File: src/rtl/sdram_arb_pkg.sv
// Shared types and constants for the two-client SDRAM port arbiter.
package sdram_arb_pkg;
   localparam int ADDR_W_DEF = 25;
   localparam int DATA_W_DEF = 16;

   localparam logic CLIENT0 = 1'b0;
   localparam logic CLIENT1 = 1'b1;

   typedef enum logic [1:0] {
      IDLE = 2'd0,
      WAIT = 2'd1,
      DONE = 2'd2
   } arb_state_e;
endpackage

File: src/rtl/sdram_rr_pick.sv
// Combinational 2-way round-robin pick: a lone requester wins, a tie goes to the client != last.
module sdram_rr_pick
   import sdram_arb_pkg::*;
(
   input  logic [1:0] ireq,
   input  logic       ilast,
   output logic       ovalid,
   output logic       opick
);
   always_comb begin
      ovalid = |ireq;
      case (ireq)
         2'b01:   opick = CLIENT0;
         2'b10:   opick = CLIENT1;
         default: opick = ~ilast;
      endcase
   end
endmodule

File: src/rtl/sdram_port_arbiter.sv
// Round-robin arbiter sharing one sdram_controller between two single-word clients,
// with a sticky wait-for-ack watchdog. All outputs come straight from flops.
module sdram_port_arbiter
   import sdram_arb_pkg::*;
#(
   parameter int ADDR_W         = ADDR_W_DEF,
   parameter int DATA_W         = DATA_W_DEF,
   parameter int TIMEOUT_CYCLES = 4096
) (
   input  logic              iclk,
   input  logic              ireset,
   input  logic              ic0_req,
   input  logic              ic0_we,
   input  logic [ADDR_W-1:0] ic0_addr,
   input  logic [DATA_W-1:0] ic0_wdata,
   output logic              oc0_ack,
   output logic [DATA_W-1:0] oc0_rdata,
   input  logic              ic1_req,
   input  logic              ic1_we,
   input  logic [ADDR_W-1:0] ic1_addr,
   input  logic [DATA_W-1:0] ic1_wdata,
   output logic              oc1_ack,
   output logic [DATA_W-1:0] oc1_rdata,
   output logic              owrite_req,
   output logic [ADDR_W-1:0] owrite_address,
   output logic [DATA_W-1:0] owrite_data,
   input  logic              iwrite_ack,
   output logic              oread_req,
   output logic [ADDR_W-1:0] oread_address,
   input  logic [DATA_W-1:0] iread_data,
   input  logic              iread_ack,
   output logic              obusy,
   output logic              ogrant,
   output logic              otimeout
);
   localparam int              CW     = $clog2(TIMEOUT_CYCLES + 1);
   localparam logic [CW-1:0]   CNT_MAX = CW'(TIMEOUT_CYCLES);
   localparam logic [CW-1:0]   CNT_TRIP = CW'(TIMEOUT_CYCLES - 1);

   arb_state_e        state_q, state_d;
   logic              last_q, last_d;
   logic              grant_q, grant_d;
   logic              wreq_q, wreq_d;
   logic              rreq_q, rreq_d;
   logic [ADDR_W-1:0] addr_q, addr_d;
   logic [DATA_W-1:0] wdata_q, wdata_d;
   logic              c0_ack_q, c0_ack_d;
   logic              c1_ack_q, c1_ack_d;
   logic [DATA_W-1:0] c0_rdata_q, c0_rdata_d;
   logic [DATA_W-1:0] c1_rdata_q, c1_rdata_d;
   logic [CW-1:0]     cnt_q, cnt_d;
   logic              timeout_q, timeout_d;
   logic              busy_q, busy_d;

   logic              pick_valid;
   logic              pick;
   logic              sel_we;
   logic              ack_match;

   sdram_rr_pick u_pick (
      .ireq   ({ic1_req, ic0_req}),
      .ilast  (last_q),
      .ovalid (pick_valid),
      .opick  (pick)
   );

   assign sel_we    = (pick == CLIENT1) ? ic1_we : ic0_we;
   // Only the ack matching the outstanding request type counts.
   assign ack_match = (wreq_q && iwrite_ack) || (rreq_q && iread_ack);

   always_comb begin
      state_d    = state_q;
      last_d     = last_q;
      grant_d    = grant_q;
      wreq_d     = wreq_q;
      rreq_d     = rreq_q;
      addr_d     = addr_q;
      wdata_d    = wdata_q;
      c0_ack_d   = 1'b0;
      c1_ack_d   = 1'b0;
      c0_rdata_d = c0_rdata_q;
      c1_rdata_d = c1_rdata_q;
      cnt_d      = cnt_q;
      timeout_d  = timeout_q;

      case (state_q)
         IDLE: begin
            if (pick_valid) begin
               grant_d = pick;
               addr_d  = (pick == CLIENT1) ? ic1_addr  : ic0_addr;
               wdata_d = (pick == CLIENT1) ? ic1_wdata : ic0_wdata;
               wreq_d  = sel_we;
               rreq_d  = ~sel_we;
               cnt_d   = '0;
               state_d = WAIT;
            end
         end
         WAIT: begin
            if (cnt_q != CNT_MAX)
               cnt_d = cnt_q + 1'b1;
            if (cnt_q == CNT_TRIP)
               timeout_d = 1'b1;
            if (ack_match) begin
               wreq_d = 1'b0;
               rreq_d = 1'b0;
               last_d = grant_q;
               if (rreq_q) begin
                  if (grant_q == CLIENT1) c1_rdata_d = iread_data;
                  else                    c0_rdata_d = iread_data;
               end
               // Ack flops load here so the pulse lines up with the DONE cycle.
               if (grant_q == CLIENT1) c1_ack_d = 1'b1;
               else                    c0_ack_d = 1'b1;
               state_d = DONE;
            end
         end
         DONE: state_d = IDLE;
         default: state_d = IDLE;
      endcase

      busy_d = (state_d != IDLE);
   end

   always_ff @(posedge iclk or posedge ireset) begin
      if (ireset) begin
         state_q    <= IDLE;
         last_q     <= CLIENT1;
         grant_q    <= 1'b0;
         wreq_q     <= 1'b0;
         rreq_q     <= 1'b0;
         addr_q     <= '0;
         wdata_q    <= '0;
         c0_ack_q   <= 1'b0;
         c1_ack_q   <= 1'b0;
         c0_rdata_q <= '0;
         c1_rdata_q <= '0;
         cnt_q      <= '0;
         timeout_q  <= 1'b0;
         busy_q     <= 1'b0;
      end else begin
         state_q    <= state_d;
         last_q     <= last_d;
         grant_q    <= grant_d;
         wreq_q     <= wreq_d;
         rreq_q     <= rreq_d;
         addr_q     <= addr_d;
         wdata_q    <= wdata_d;
         c0_ack_q   <= c0_ack_d;
         c1_ack_q   <= c1_ack_d;
         c0_rdata_q <= c0_rdata_d;
         c1_rdata_q <= c1_rdata_d;
         cnt_q      <= cnt_d;
         timeout_q  <= timeout_d;
         busy_q     <= busy_d;
      end
   end

   assign oc0_ack        = c0_ack_q;
   assign oc0_rdata      = c0_rdata_q;
   assign oc1_ack        = c1_ack_q;
   assign oc1_rdata      = c1_rdata_q;
   assign owrite_req     = wreq_q;
   assign owrite_address = addr_q;
   assign owrite_data    = wdata_q;
   assign oread_req      = rreq_q;
   assign oread_address  = addr_q;
   assign obusy          = busy_q;
   assign ogrant         = grant_q;
   assign otimeout       = timeout_q;
endmodule

File: config.mk
export PLATFORM = sky130hd
export DESIGN_NAME = sdram_port_arbiter
export DESIGN_NICKNAME = d
export VERILOG_FILES = /design/src/rtl/sdram_arb_pkg.sv /design/src/rtl/sdram_rr_pick.sv /design/src/rtl/sdram_port_arbiter.sv
export SDC_FILE = /design/constraint.sdc
export NUM_CORES = 1
export LEC_CHECK = 0
export ABC_CLOCK_PERIOD_IN_PS = 3700
export BUFFER_PORTS_ARGS = -buffer_cell sky130_fd_sc_hd__buf_4
export CORE_ASPECT_RATIO = 0.8
export CORE_MARGIN = 2
export CORE_UTILIZATION = 47
export DETAILED_ROUTE_END_ITERATION = 7
export GPL_TIMING_DRIVEN = 0
export PLACE_DENSITY_LB_ADDON = 0.05
export RECOVER_POWER = 100
export SLEW_MARGIN = 20
export SYNTH_ARGS = -nofsm -noshare
export SYNTH_HDL_FRONTEND = slang
export SYNTH_SLANG_ARGS = --single-unit
File: constraint.sdc
create_clock -name iclk -period 3.7 [get_ports iclk]
set_input_delay 0.37 -clock iclk [delete_from_list [all_inputs] [get_ports iclk]]
set_output_delay 0.37 -clock iclk [all_outputs]
set_load 0.02 [all_outputs]
# Yosys cells after proc, flatten, opt, wreduce, memory -nomap -nowiden
# Index checks and enable logic that the tools add are counted.
# totals
regBits,96
inputBits,106
out_inout_bits,105
elab_cells,61
# op_classes
add_sub_neg,1
eq_ne,8
mux,21
bitwise_logic,3
reduce_logical,14
# op_table
op,n
$mux 13,2
$pmux 13 s2,1
$mux 25,1
$mux 16,1
$add 13x1->13 const B,1
$eq 13x12->1 const B,1
$ne 13x13->1 const B,1
$mux 1,10
$reduce_and 4->1,2
$ne 2x2->1 const B,3
$pmux 1 s2,3
$reduce_and 2->1,3
$reduce_and 3->1,2
$eq 2x1->1 const B,2
$mux 2,2
$pmux 2 s2,1
$reduce_bool 2->1,2
$not 1->1,3
$eq 2x2->1 const B,1
$logic_and 1x1->1,2
$logic_not 2->1,1
$reduce_or 2->1,1
$logic_or 1x1->1,1

# Logic depth before layout (Yosys ltp)
# Gate-level depths: netlist of the first run.
# logic_depth
depth_word,6
ltp_mapped,8
depth_no_buf,7

# Cells and area by module
# Synthesis of the first run repeated with hierarchy kept, for this count alone.
# unflattened
hier_cells,391
area_unflattened_um2,4380.5
# modules_own_cells
mod,instances,cells_per_inst,area_per_inst_um2,seq_area_each_um2
sdram_port_arbiter,1,384,4335.4,2403.6
sdram_rr_pick,1,7,45.0,0.0

# Worst setup path after synthesis of the first run
# No wires, ideal clock.
# synth_path
kind,input-to-reg
startpoint,input ic0_req
endpoint,register cnt_q[10]
setup_ps,78
t_arrival_ps,1738
required_time_ps,3622
slack_ps,1884
stages,7
path_buffers,1
path_cell_list,inv_1 ha_1 nor2b_2 or2_1 buf_6 or4_1 a21oi_1
# synth_between
elab_chain_cells,3
# synth_rtl
element,line,rtl
"start, declared",sdram_port_arbiter.sv:12,"input logic ic0_req,"
$reduce_or 2->1,sdram_rr_pick.sv:11,ovalid = |ireq;
$ne 2x2->1 (no line),n/a,
$reduce_and 3->1 (no line),n/a,
"end signal, assigned",sdram_port_arbiter.sv:152,cnt_q <= cnt_d;
"end, declared",sdram_port_arbiter.sv:51,"logic [CW-1:0] cnt_q, cnt_d;"
# No other way between the ends.
# A chain may end at the register's enable or synchronous reset.

# Worst setup path after layout of the first run
# layout_path
startpoint,register state_q[1]
endpoint,"register c0_rdata_q[2], in the netlist oc0_rdata[2]"
# layout_between
elab_chain_cells,2
# layout_rtl
element,line,rtl
"start, declared",sdram_port_arbiter.sv:40,"arb_state_e state_q, state_d;"
"start signal, assigned",sdram_port_arbiter.sv:141,state_q <= state_d;
$eq 2x1->1,sdram_port_arbiter.sv:86,case (state_q)
$reduce_and 4->1 (no line),n/a,
"end signal, assigned",sdram_port_arbiter.sv:150,c0_rdata_q <= c0_rdata_d;
"end, declared",sdram_port_arbiter.sv:49,"logic [DATA_W-1:0] c0_rdata_q, c0_rdata_d;"
# No other way between the ends.

==> results.yml, run 1 <==
global_routing:
  grt_pass1_wl_um: 18500
  antenna_found_initial: 0
  grt_pass1_vias: 3676
  grt_start_max_net_pins: 70
  overflow: 0
  grt_usage: 0.226
critical_path:
  crit_chain: "clkbuf_1, nor2b_1, nand2_1, nor3b_4, clkbuf_1, mux2_1"
  critPathCaptureType: "register"
  crit_type: "register to register"
  cp_max_fo: 10
  crit_start: "state_q[1]"
  rr_worst_depth: 6
  critPathArrivalTime_ns: 2.76
  worstReg2RegEnd: "oc0_rdata[2]"
  crit_end: "oc0_rdata[2]"
  r2r_setup_slack_ns: 1.14
  start_kind: "register"
  r2r_start: "state_q[1]"
  max_stage_delay_ns: 0.53
  required_ns: 3.91
  cp_common_cell: "clkbuf_1"
  slowest_stage: "clkbuf_1"
cells_and_area:
  utilization: 0.662
  drive_above_1_share: 0.300
  final_nets: 719
  syn_to_final_growth_pct: 36.4
  fill_cells: 813
  diodes: 0
power_and_ir_drop:
  switching_share: 0.436
  comb_power_share: 0.467
  switchingPower_mw: 2.16
  p_clk_frac: 0.173
  ir_drop_uv: 426
  cellLeakagePower_nw: 2.96
  intPower_mw: 2.79
  power.density_nw_per_um2: 820
  pwr-share-seq: 0.360
routing:
  first_iter_violations: 197
  drt_wl_total_um: 11400
  ant_nets: 0
  post-route-drc-count: 0
  num_vias: 3686
  via_per_inst: 5.06
  avgRoutedWirePerCell_um: 15.7
  first_pass_iters: 4
synthesis:
  yosys-top-cells-count: "dfrtp_1, nand2_1, o21ai_0"
  postSynthNetCount: 496
  syn_avg_cell_area_sq_um: 11.5
  yosysMostFrequentCell: "dfrtp_1"
  syn_inst: 386
  synth_enable_flop_cells: 0
  ys.warnings.count: 0
  yosys.area.top_type: "dfrtp_1"
  ys_seq_area_frac: 0.543
  synth_cell_types: 42
  synth_area_leaders: "dfrtp_1, mux2i_1, mux2_2, o21ai_0, buf_4"
  async_reset_ff_frac: 1.00
  synth.top_cell.area_share: 0.537
  ys_ff_latch: 96
  syn_area_sq_um: 4420
  synth-main-ff-cell: "dfrtp_1"
sta:
  max_freq_ghz: 0.391
  rsz0062_at_grt: "no"
  fin_crit_ns: 2.56
  max_slew_margin: 0.130
  fin_crit_sh: 0.691
  final.setup.tns_ns: 0
  fin_skew_ns: 0.00955
  hold_viol_final: 0
  tightest_slew_ns: 1.30
  maxSlewViolCount: 0
  worst_slack_ns: 1.14
  setup_viol: 0
clock_tree:
  cts_tree: "done"
  numCtsBuffers: 9
  clock-sinks: 96
  root_buffer: "clkbuf_16"
  path_clk_slew_ns: 0.07
  cts-resized-gates: 0
  clk_latency_ns: 0.34
  clockBufferDepth: 2
  h-tree-depth: 3
flow_run:
  max_cap_viol_count: 0
worst_hold_path:
  hold_class: "input port to register"
floorplanning:
  fp.dieW_um: 112
  core_area_sq_um: 9110
  initial_core_util: 0.485
  die-area_sq_um: 10200
  io_pins: 211
  dieHeight_um: 90.8
  rows: 31
placement:
  dp_hpwl_um: 8880
  pre_cts_slack_ns: 1.63
  globalplace.congestion: 0.817
  port_buffers: 210
status:
  status: "completed"
## cell families (layout without fill, tap and decap cells)
group	Yosys count	after routing	synth area share
compound gates	65	65	0.0826
xor+xnor	5	5	0.00990
flops	96	96	0.543
fa+ha+maj	4	4	0.0113
buf+inv	54	282	0.0752
mux	74	74	0.177
simple gates	88	88	0.101
## critical path, delay by kind of cell, from the launching register on
family,cells,cell delay (ns)
buffers and inverters,2,0.75
DFF,1,0.36
muxes,1,0.40
and+or+nand+nor,3,0.93
## metrics by stage
stage	hold slack (ns)	instance area, sq um	power [mW]	instances
after floorplan	0.451	4420	3.38	386
after global placement	0.451	6140	4.52	711
after detailed placement	0.349	6180	4.60	712
after CTS	0.253	6460	5.47	729
after global routing	0.255	6030	5.27	729
final	0.263	6030	4.95	729
## power by group through the flow
| stage | Clock, mW | Sequential (mW) | Combinational [mW] |
|---|---|---|---|
| global route | 0.921 | 1.85 | 2.50 |
| floorplan | 0 | 2.24 | 1.14 |
| detailed placement | 0 | 1.81 | 2.79 |
| global placement | 0 | 1.79 | 2.73 |
| CTS | 0.873 | 1.80 | 2.79 |
| finish | 0.855 | 1.78 | 2.31 |
## area by class of cell
class | count | area (sq um) | area share
sequential | 96 | 2400 | 0.398
multi-input combinational | 236 | 1670 | 0.277
timing repair buffer | 212 | 1240 | 0.205
buffer | 45 | 269 | 0.0446
clock buffer | 10 | 229 | 0.0380
tap | 115 | 144 | 0.0239
clock inverter | 6 | 43.8 | 0.00726
inverter | 9 | 35.0 | 0.00581
## state kept, by name (all words and copies together), names as in the netlist, 2 cells and up
register       count
cnt_q             13
oc0_rdata         16
oc1_rdata         16
oread_address     25
owrite_data       16
state_q            2
## routing by layer
layer,part of all wire,track usage
met1,0.40,0.282
met2,0.51,0.389
met3,0.075,0.0557
met4,0.016,0.0711
met5,0,0
## cells in the final DEF (no fill, tap or decap), types with 4 or more instances in the layout
cell       count
nor4_1         4
buf_2          5
nand3_1        4
mux2_1        10
inv_1          8
clkbuf_16      9
mux2_2        22
a21oi_1        9
o21ai_0       44
mux2i_1       42
clkbuf_4       6
buf_4        129
ha_1           4
nor2_1         8
clkbuf_1     116
dfrtp_1       95
xnor2_1        5
nand2_1       49
## repair_timing
action	CTS	global route
buffers inserted	0	0
hold endpoints to repair	27	0
hold buffers	1	0
setup endpoints to repair	0	0
## how the worst min path moves through the flow
stage | from | to | cells past startpoint
floorplan | cnt_q[12] | otimeout | 1
global placement | otimeout | otimeout | 2
detailed placement | ireset | oread_address[23] | 2
CTS | iread_data[8] | oc0_rdata[8] | 2
global route | iread_data[3] | oc0_rdata[3] | 2
finish | iread_data[0] | oc0_rdata[0] | 2
Power figures use the tool's default switching activity.
==> run 2: changes to the inputs <==
--- a/config.mk
+++ b/config.mk
@@ -5,7 +5,7 @@
 export SDC_FILE = /design/constraint.sdc
 export NUM_CORES = 1
 export LEC_CHECK = 0
-export ABC_CLOCK_PERIOD_IN_PS = 3700
+export ABC_CLOCK_PERIOD_IN_PS = 2500
 export BUFFER_PORTS_ARGS = -buffer_cell sky130_fd_sc_hd__buf_4
 export CORE_ASPECT_RATIO = 0.8
 export CORE_MARGIN = 2
==> constraint.sdc (replaced) <==
create_clock -name iclk -period 2.5 [get_ports iclk]
set_input_delay 0.25 -clock iclk [delete_from_list [all_inputs] [get_ports iclk]]
set_output_delay 0.25 -clock iclk [all_outputs]
set_load 0.02 [all_outputs]
==> run 2 against run 1 <==
  * Sequential share of layout area shrank 0.46 points
  * Register-to-register slack lost 0.77 ns
  * Core utilization increased by 0.77 points
  * Wire length rose by 2.1%
  * Worst hold slack lost 0.13 ns
  * Clock power rose by 64%
  * Critical path depth is the same
  * First-iteration DRC count decreased by 20%
  * Design area up 1.2%
  * Largest power group unchanged
==> results.yml, run 2 (synthesized netlist as in run 1, its figures left out) <==
status:
  status: "completed"
sta:
  hold_viol_final: 0
  fin_crit_sh: 0.849
  setup_viol: 0
  maxSlewViolCount: 0
  rsz0062_at_grt: "no"
  fin_skew_ns: 0.00936
  tightest_slew_ns: 0.883
  max_slew_margin: 0.411
  fin_crit_ns: 2.12
  max_freq_ghz: 0.471
  final.setup.tns_ns: 0
global_routing:
  overflow: 0
  grt_pass1_vias: 3809
  met2_usage: 0.405
  met3_usage: 0.0678
  grt_usage: 0.236
  grt_start_max_net_pins: 35
  antenna_found_initial: 0
  grt_pass1_wl_um: 18900
  busiest_layer: "met2"
  grt_use_met1: 0.282
clock_tree:
  clk_latency_ns: 0.34
  clockBufferDepth: 2
  root_buffer: "clkbuf_16"
  numCtsBuffers: 9
  cts_tree: "done"
  h-tree-depth: 3
  clock-sinks: 96
  path_clk_slew_ns: 0.07
  cts-resized-gates: 0
critical_path:
  start_kind: "register"
  r2r_start: "state_q[1]"
  critPathCaptureType: "register"
  worstReg2RegEnd: "oc0_rdata[1]"
  required_ns: 2.71
  cp_common_cell: "buf_6"
  rr_worst_depth: 6
  critPathArrivalTime_ns: 2.34
  crit_start: "state_q[1]"
  max_stage_delay_ns: 0.60
  slowest_stage: "nor3b_2"
  crit_end: "oc0_rdata[1]"
  r2r_setup_slack_ns: 0.38
  cp_max_fo: 10
  crit_chain: "buf_6, nor2b_4, nand2_1, nor3b_2, buf_6, mux2_1"
  crit_type: "register to register"
cells_and_area:
  diodes: 0
  final_nets: 721
  final_cell_mix: "buf_4, clkbuf_1, dfrtp_1"
  final_area_sq_um: 6100
  final_common_cell: "buf_4"
  fill_cells: 805
  drive_above_1_share: 0.312
  multi_input_area_sq_um: 1670
  syn_to_final_growth_pct: 38.0
  largest_reg_flops: 25
  register_area_sq_um: 2400
routing:
  drt_wl_total_um: 11700
  avgRoutedWirePerCell_um: 16.0
  ant_nets: 0
  post-route-drc-count: 0
  first_iter_violations: 158
  num_vias: 3659
  first_pass_iters: 4
  via_per_inst: 5.01
floorplanning:
  rows: 31
  dieHeight_um: 90.8
  io_pins: 211
  fp.dieW_um: 112
  die-area_sq_um: 10200
  initial_core_util: 0.485
  core_area_sq_um: 9110
placement:
  placed_area_sq_um: 6210
  dp_hpwl_um: 8970
  globalplace.congestion: 0.834
  port_buffers: 210
worst_hold_path:
  hold_path_depth: 2
  hold_class: "input port to register"
flow_run:
  max_cap_viol_count: 0
power_and_ir_drop:
  power.density_nw_per_um2: 1230
  cellLeakagePower_nw: 3.00
  ir_drop_uv: 621
  power.total_mw: 7.49
## run 2: cell type report
class | instances | share of cell area
buffer | 45 | 0.0468
clock buffer | 10 | 0.0392
clock inverter | 6 | 0.0107
inverter | 9 | 0.00574
multi-input combinational | 236 | 0.274
sequential | 96 | 0.394
tap | 115 | 0.0236
timing repair buffer | 214 | 0.206
## run 2: per-stage QoR
step	setup WS, ns	util	std cells	hold slack, ns
final	0.377	0.669	731	0.131
after global routing	0.275	0.669	731	0.126
after CTS	0.525	0.715	731	0.124
after detailed placement	0.527	0.681	714	0.141
after global placement	0.478	0.674	711	0.458
after floorplan	0.740	-	386	0.385
## run 2: report_power, final
part | leakage [nW] | internal (mW) | switching (mW)
combinational | 1.64 | 1.28 | 2.18
clock | 0.149 | 0.806 | 0.594
sequential | 1.21 | 2.20 | 0.433
## run 2: metal layers
| layer | vias up | wire, um |
|---|---|---|
| li1 | 1761 | - |
| met1 | 1744 | 4800 |
| met2 | 133 | 5860 |
| met3 | 21 | 763 |
| met4 | 0 | 256 |
| met5 | - | 0 |
## run 2: worst max-delay path: cells and delay by family, from the launching register on
family / cells / cell delay [ns]
AND/OR/NAND/NOR: 3 / 0.88
buffers and inverters: 2 / 0.39
flip-flops: 1 / 0.38
multiplexers: 1 / 0.34
## run 2: timing repair
action	4_1_cts	5_1_grt
hold buffers	1	0
hold endpoints to repair	34	0
endpoints found under the setup margin	0	0
buffers inserted	0	0
## run 2: how the worst min path moves through the flow
| stage | from | end | slack (ns) |
|---|---|---|---|
| floorplan | iread_data[0] | oc0_rdata[0] | 0.38 |
| global placement | otimeout | otimeout | 0.46 |
| detailed placement | ireset | oc0_rdata[6] | 0.14 |
| CTS | iread_data[0] | oc0_rdata[0] | 0.12 |
| global route | iread_data[2] | oc0_rdata[2] | 0.13 |
| finish | iread_data[0] | oc0_rdata[0] | 0.13 |
==> run 3: changes to the inputs <==
--- a/config.mk
+++ b/config.mk
@@ -5,7 +5,8 @@
 export SDC_FILE = /design/constraint.sdc
 export NUM_CORES = 1
 export LEC_CHECK = 0
-export ABC_CLOCK_PERIOD_IN_PS = 2500
+export ABC_AREA = 1
+export ABC_CLOCK_PERIOD_IN_PS = 2100
 export BUFFER_PORTS_ARGS = -buffer_cell sky130_fd_sc_hd__buf_4
 export CORE_ASPECT_RATIO = 0.8
 export CORE_MARGIN = 2
==> constraint.sdc (replaced) <==
create_clock -name iclk -period 2.1 [get_ports iclk]
set_input_delay 0.21 -clock iclk [delete_from_list [all_inputs] [get_ports iclk]]
set_output_delay 0.21 -clock iclk [all_outputs]
set_load 0.02 [all_outputs]
==> run 3 against run 2 <==
  * The flow now finishes with violations (max-capacitance violations)
  * Clock-buffer cell count shrank 1
  * Sequential share of layout area decreased by 0.88 points
  * Core utilization shrank 1.5 points
  * Design area up 2.3%
  * Combinational power increased by 33%
  * Via count up 23%
  * Largest power group unchanged
  * Highest routed layer unchanged
==> results.yml, run 3 <==
routing:
  post-route-drc-count: 0
  drt_wl_total_um: 13000
  first_iter_violations: 225
  ant_nets: 0
  avgRoutedWirePerCell_um: 14.4
  first_pass_iters: 6
  via_per_inst: 4.99
  num_vias: 4504
critical_path:
  r2r_setup_slack_ns: 0.33
  slowest_stage: "o21ai_2"
  crit_type: "register to register"
  path_depth: 5
  critPathCaptureType: "register"
  required_ns: 2.31
  cp_max_fo: 10
  crit_buf_inv: 2
  critPathArrivalTime_ns: 1.99
  max_stage_delay_ns: 0.43
  crit_family: "compound AO/OA/AOI/OAI gates"
  r2r_start: "last_q"
  start_kind: "register"
  worstReg2RegEnd: "oread_address[8]"
  rr_worst_depth: 5
  crit_chain: "o21ai_2, inv_1, clkbuf_1, o21ai_0, o21ai_0"
  cp_common_cell: "o21ai_0"
  crit_start: "last_q"
synthesis:
  synth_enable_flop_cells: 0
  yosys.area.top_type: "dfrtp_1"
  synth-main-ff-cell: "dfrtp_1"
  synth_cell_types: 29
  synth.top_cell.area_share: 0.523
  syn_avg_cell_area_sq_um: 8.19
  syn_area_sq_um: 4540
  async_reset_ff_frac: 1.00
  ys_ff_latch: 96
  postSynthNetCount: 665
  ys_seq_area_frac: 0.529
  yosysMostFrequentCell: "nand2_1"
  synth_area_leaders: "dfrtp_1, nand2_1, o21ai_0, nor2_1, o21ai_1"
  syn_inst: 555
  yosys-top-cells-count: "nand2_1, dfrtp_1, o21ai_0"
  ys.warnings.count: 0
cells_and_area:
  syn_to_final_growth_pct: 37.3
  multi_input_area_sq_um: 1640
  drive_above_1_share: 0.217
  utilization: 0.655
  largest_reg_flops: 25
  final_nets: 889
  final_cell_mix: "nand2_1, buf_4, o21ai_0"
  final_common_cell: "nand2_1"
  register_area_sq_um: 2400
  fill_cells: 899
  final_area_sq_um: 6240
  diodes: 0
clock_tree:
  post_cts_buffers: 0
  clockBufferDepth: 2
  cts-resized-gates: 0
  numCtsBuffers: 9
  path_clk_slew_ns: 0.07
  clk_latency_ns: 0.34
  root_buffer: "clkbuf_16"
  clock-sinks: 96
  cts_tree: "done"
  postCtsHoldBufs: 1
  h-tree-depth: 3
sta:
  fin_crit_sh: 0.844
  rsz0062_at_grt: "no"
  whs_ns: 0.0740
  final.setup.tns_ns: 0
  maxSlewViolCount: 0
  fin_crit_ns: 1.77
  tightest_slew_ns: 1.47
  fin_skew_ns: 0.00878
  setup_viol: 0
  max_slew_margin: 0.0124
  hold_viol_final: 0
  max_freq_ghz: 0.564
floorplanning:
  fp.dieW_um: 114
  io_pins: 211
  core_area_sq_um: 9530
  die-area_sq_um: 10500
  initial_core_util: 0.477
  dieHeight_um: 92.0
  rows: 32
worst_hold_path:
  min_from: "iread_data[6]"
  hold_end: "oc1_rdata[6]"
  hold_class: "input port to register"
  hold_path_depth: 3
power_and_ir_drop:
  ir_drop_uv: 733
  power.density_nw_per_um2: 1540
  cellLeakagePower_nw: 3.10
placement:
  placed_area_sq_um: 6310
  port_buffers: 210
  dp_hpwl_um: 9820
  globalplace.congestion: 0.821
global_routing:
  grt_start_max_net_pins: 35
  grt_pass1_vias: 4226
  grt_pass1_wl_um: 20600
  grt_usage: 0.248
  antenna_found_initial: 0
  overflow: 0
status:
  violations: "max-capacitance violations"
  status: "complete, but fails checks"
flow_run:
  max_cap_viol_count: 1
## run 3: cell count changes after synthesis, sizes merged, moves of 15 or more
cell / before / now
mux2: 32 / 0
nor2: 8 / 62
nand2: 49 / 133
nand3: 4 / 19
inv: 9 / 49
mux2i: 42 / 0
o21ai: 44 / 130
## run 3: how the worst max path moves through the flow
stage,end,slack [ns]
final,oread_address[8],0.33
after global routing,owrite_data[11],0.15
after CTS,oread_address[23],0.38
after detailed placement,oread_address[23],0.11
after global placement,oread_address[7],0.1
after floorplan,owrite_data[15],0.73
## run 3: final cells by class
class | count | share of cell area
plain buffers | 49 | 0.0473
repair buffers | 213 | 0.199
flip-flops and latches | 96 | 0.385
well taps | 119 | 0.0239
clock buffers | 9 | 0.0361
multi-input cells | 361 | 0.263
inverters | 49 | 0.0297
clock inverters | 7 | 0.0162
## run 3: cell families after synthesis
kind of cell	Yosys count	synth area share
buffers and inverters	98	0.107
XOR/XNOR	1	0.00193
AND/OR/NAND/NOR	220	0.196
adder cells (fa/ha/maj)	4	0.0110
AO/OA/AOI/OAI	136	0.155
flip-flops	96	0.529
## run 3: per-stage QoR
step                worst slack (ns)  cells  power, mW
floorplan                      0.733    555       6.39
global placement              0.0971    884       8.58
detailed placement             0.110    886       8.73
CTS                            0.375    903       10.5
global route                   0.149    903       10.2
finish                         0.328    903       9.59
## run 3: where the power goes
part | internal [mW] | total (mW) | switching (mW) | leakage (nW)
Combinational | 1.46 | 4.59 | 3.14 | 1.73
Clock | 1.06 | 1.79 | 0.727 | 0.158
Sequential | 2.66 | 3.21 | 0.551 | 1.21
Total | 5.18 | 9.59 | 4.42 | 3.10
## run 3: worst register-to-register path, cell delays in order (launching register included)
cell and delay (ns):
dfstp_1 0.38, o21ai_2 0.43, inv_1 0.22, clkbuf_1 0.28
o21ai_0 0.25, o21ai_0 0.11
## run 3: routing by layer
layer | routed length [um] | track usage
met1 | 5640 | 0.327
met2 | 5940 | 0.395
met3 | 1230 | 0.0806
met4 | 184 | 0.0671
met5 | 0 | 0
